## src/rtl/serv_stoc_s2b.sv

```systemverilog
// Stochastic-to-binary converter: counts the ones in a W-bit stochastic stream
// over 2^LEN_LOG2 valid samples and hands the count off through valid/ready.
module serv_stoc_s2b #(
  parameter int unsigned W        = 1,
  parameter int unsigned LEN_LOG2 = 8,
  parameter int unsigned CNT_W    = LEN_LOG2 + $clog2(W + 1)
) (
  input  logic             clk,
  input  logic             i_rst,
  input  logic             i_start,
  input  logic             i_abort,
  input  logic             i_valid,
  input  logic [W-1:0]     i_stream,
  output logic             o_busy,
  output logic [CNT_W-1:0] o_cnt,
  output logic             o_valid,
  input  logic             i_ready
);

  typedef enum logic [1:0] {IDLE, ACCUM, HOLD} state_t;

  state_t              state, state_nxt;
  logic [CNT_W-1:0]    acc, acc_nxt, pop, cnt_nxt;
  logic [LEN_LOG2-1:0] smp, smp_nxt;
  logic                valid_nxt;
  logic                last;

  always_comb begin
    pop = '0;
    for (int unsigned i = 0; i < W; i++) begin
      pop = pop + CNT_W'(i_stream[i]);
    end
  end

  assign last = (smp == '1);

  always_comb begin
    state_nxt = state;
    acc_nxt   = acc;
    smp_nxt   = smp;
    cnt_nxt   = o_cnt;
    valid_nxt = o_valid;
    unique case (state)
      IDLE: begin
        if (i_start) begin
          state_nxt = ACCUM;
          acc_nxt   = '0;
          smp_nxt   = '0;
        end
      end
      ACCUM: begin
        // Abort wins over a completing last sample in the same cycle.
        if (i_abort) begin
          state_nxt = IDLE;
        end else if (i_valid) begin
          acc_nxt = acc + pop;
          smp_nxt = smp + 1'b1;
          if (last) begin
            state_nxt = HOLD;
            cnt_nxt   = acc + pop;
            valid_nxt = 1'b1;
          end
        end
      end
      HOLD: begin
        if (i_ready) begin
          valid_nxt = 1'b0;
          if (i_start) begin
            state_nxt = ACCUM;
            acc_nxt   = '0;
            smp_nxt   = '0;
          end else begin
            state_nxt = IDLE;
          end
        end
      end
      default: state_nxt = IDLE;
    endcase
  end

  always_ff @(posedge clk) begin
    if (i_rst) begin
      state   <= IDLE;
      acc     <= '0;
      smp     <= '0;
      o_cnt   <= '0;
      o_valid <= 1'b0;
      o_busy  <= 1'b0;
    end else begin
      state   <= state_nxt;
      acc     <= acc_nxt;
      smp     <= smp_nxt;
      o_cnt   <= cnt_nxt;
      o_valid <= valid_nxt;
      o_busy  <= (state_nxt == ACCUM);
    end
  end

endmodule

```

## config.mk

```make
export PLATFORM = sky130hd
export DESIGN_NAME = serv_stoc_s2b
export DESIGN_NICKNAME = d
export VERILOG_FILES = /design/src/rtl/serv_stoc_s2b.sv
export SDC_FILE = /design/constraint.sdc
export NUM_CORES = 1
export LEC_CHECK = 0
export ABC_AREA = 1
export BUFFER_PORTS_ARGS = -buffer_cell sky130_fd_sc_hd__buf_2
export CORE_UTILIZATION = 35
export CTS_BUF_LIST = sky130_fd_sc_hd__clkbuf_8
export DETAILED_ROUTE_END_ITERATION = 7
export PLACE_DENSITY = 0.61
export SYNTH_ARGS = -nofsm -noshare
export SYNTH_HDL_FRONTEND = slang
export SYNTH_SLANG_ARGS = --single-unit
```

## constraint.sdc

```tcl
create_clock -name clk -period 1.6 [get_ports clk]
set_clock_uncertainty 0.1 [all_clocks]
set_input_delay 0.32 -clock clk [delete_from_list [all_inputs] [get_ports clk]]
set_output_delay 0.32 -clock clk [all_outputs]
set_load 0.03 [all_outputs]
```

==> metrics <==
status finished clean; cell leakage power 0.821 nW; cts-stage hold buffer count 0; vias in the first global route 1,170; crit path from smp[1]$_SDFFE_PP0P_; power share of the clock group 46.4%; Initial Util 36.5%; Yosys warnings 0; area leader, netlist dfxtp_1; logic gate share of total power 8.7%; post-synth top area share 41.1%; Pins Over Slew Limit 0; design area 0.00180 sq mm; Layout Cells excl Fill 277; H-tree levels 2; 1st-iter DRT viols 64; Pre-antenna DRT Iters 4; FFs w/ async S/R, synth 0%; first-pass GRT wire length 5350 microns; Max Clock Freq 654 MHz; NetSw 0.405 mW; placed cell count 268; post-layout power 1.70 mW; GRT overflow 0; CTS max path bufs 2; Startpoint Class register; r2r endpoint o_cnt[3]$_SDFFE_PP0P_; XOR/XNOR Fraction of Synth Area 3.60%; Total Wirelength 3070 microns; switch share 23.8%; row count 23; Max-Cap Viols 0; Die H 66.6 microns; CP arrival 1.65 ns; IO buf count 17; VDD IR-drop max 0.424 mV; final net count 237; CTS Sinks 30; Post-Syn Instances 199; Die ar. 0.00444 sq mm; ANT nets after route 0; most numerous cell in the Yosys netlist nand2_1; synth unique cells 29; Post-Syn Nets 209; Final Util 44.9%; Synth Area in Compound Gates 11.1%; Synth Area in Simple Gates 34.7%; routed via count 1,283; R2R cell count 8; post-DR wirelength/cell 11.1 microns; Worst-Margin Slew 0.356 ns; Die Span X 66.6 microns; TritonCTS buffer count 5; nature of the critical path endpoint register; HPWL Detailed 2120 microns; Post-synth top cells 54 x nand2_1, 34 x nor2_1, 30 x dfxtp_1; Pint 1.30 mW; Placer Congestion 0.751; Worst-path clk slew 0.06 ns; path type of the worst setup path reg2reg; Top FF cell, synth dfxtp_1; Critical Path End o_cnt[3]$_SDFFE_PP0P_; mux cell area share after synthesis 0%; critical-path maximum fanout 5; worst min-delay path class in2reg; TritonCTS clock tree yes; sequential share of power 44.9%; Slowest-stage cell, CP dfxtp_2; placed cell areas 0.00162 sq mm; Post-route DRC 0; n_diodes 0; RSZ-0062 raised after global routing yes; initial antenna violation count 0; Worst-Skew Late Latency 0.29 ns; fin crit share 95.5%; number of synthesized flops with an enable pin 0; Worst path max stage delay 0.35 ns; Setup-failing EPs final 0; CP cell instances ha_4 -> nand2_4 -> nor2_4 -> nand2_2 -> nor3_4 -> buf_4 -> o21ai_1 -> nor2_1; average cell area after synthesis 7.34 sq um; post-synthesis cell area 0.00146 sq mm; Pwr Density 948 mW/mm^2; Core ar. 0.00400 sq mm; top post-synthesis cells by area dfxtp_1 41%, nand2_1 14%, nor2_1 8.7%, a21oi_1 6.2%, inv_1 3.3%; Worst R2R Start smp[1]$_SDFFE_PP0P_; flops & latches, synth 30; Adder-Cell Fraction of Synth Area 2.57%; post-layout min period 1.53 ns; worst path required time 1.73 ns; I/O Pins 18; Tot GR Track Use 16.6%; layout cells sized above 1 26.0%; flop-to-flop setup slack 0.07 ns; Layout area overhead 23.0%; largest net degree at the start of global routing 17; sequential area share after synthesis 41.1%; main combinational cell family by area after synthesis simple AND/OR/NAND/NOR gates; CTS Root Cell clkbuf_8; Final Hold Fails 0; vias per cell 4.63; relative slew slack 76.2%
sequential cells by signal, indices dropped and copies added (netlist names):
register  count
o_cnt         9
acc           9
o_busy        1
smp           8
o_valid       1
state         2
layout make-up:
class | count | area, sq um
Inverter | 18 | 72.6
Multi-Input combinational cell | 147 | 797
Timing Repair Buffer | 25 | 149
Sequential cell | 30 | 604
Fill cell | 420 | 2200
Tap cell | 50 | 62.6
Clock inverter | 1 | 30.0
Clock buffer | 6 | 82.6
worst min path at each step:
stage	depth (start not counted)	end	startpoint	slack, ns
detailed placement	2	smp[4]$_SDFFE_PP0P_	smp[4]$_SDFFE_PP0P_	0.35
global placement	2	smp[4]$_SDFFE_PP0P_	smp[4]$_SDFFE_PP0P_	0.35
global route	2	state[0]$_SDFF_PP0_	i_rst	0.26
floorplan	2	smp[4]$_SDFFE_PP0P_	smp[4]$_SDFFE_PP0P_	0.33
finish	4	state[1]$_SDFF_PP0_	i_ready	0.25
CTS	4	state[1]$_SDFF_PP0_	i_ready	0.25
worst max-delay path, delay by kind of cell, from the launching register on:
kind                       cells  cell delay [ns]
DFF                            1             0.35
buffers and inverters          1             0.20
and+or+nand+nor                5             0.60
adders and majority gates      1             0.15
AOI/OAI and AO/OA              1             0.06
per-layer routing:
layer / up-vias / wire [microns] / track usage [%]
li1: 686 / - / -
met1: 567 / 1550 / 21.9
met2: 24 / 1320 / 23.4
met3: 6 / 139 / 6.16
met4: 0 / 66 / 8.24
met5: - / 0 / 0
power groups by stage:
stage / Clock (mW) / Sequential, mW / Combinational (mW)
floorplan: 0 / 0.786 / 0.109
global placement: 0 / 0.780 / 0.147
detailed placement: 0 / 0.780 / 0.148
CTS: 0.810 / 0.763 / 0.148
global route: 0.856 / 0.766 / 0.165
finish: 0.791 / 0.765 / 0.148
cells in the final DEF, fill, tap and decap left out, types with 4 or more instances in the layout:
cell type	count
nand2_1	52
nor2_1	30
dfxtp_1	27
a21oi_1	18
buf_2	17
inv_1	13
o21ai_1	7
buf_4	7
clkbuf_8	6
xor2_1	5
nand2_2	4
nor2_2	4
cell families (layout without fill, tap and decap cells):
group / after synthesis / after routing
xor+xnor: 6 / 6
simple gates: 108 / 108
fa+ha+maj: 3 / 3
buf+inv: 22 / 50
flops: 30 / 30
compound gates: 30 / 30
repair_timing:
action	4_1_cts	5_1_grt
setup buffers	0	1
resized for setup	0	16
endpoints found under the setup margin	0	12
metrics by stage:
stage	setup WS [ns]	hold WS [ns]	setup TNS [ns]
2_1_floorplan	0.176	0.333	0
3_3_place_gp	0.0514	0.345	0
3_5_place_dp	0.0127	0.349	0
4_1_cts	0.0536	0.247	0
6_report	0.0720	0.245	0
5_1_grt	-0.0339	0.256	-0.141
Note: power is estimated with default switching activity, not from simulation.
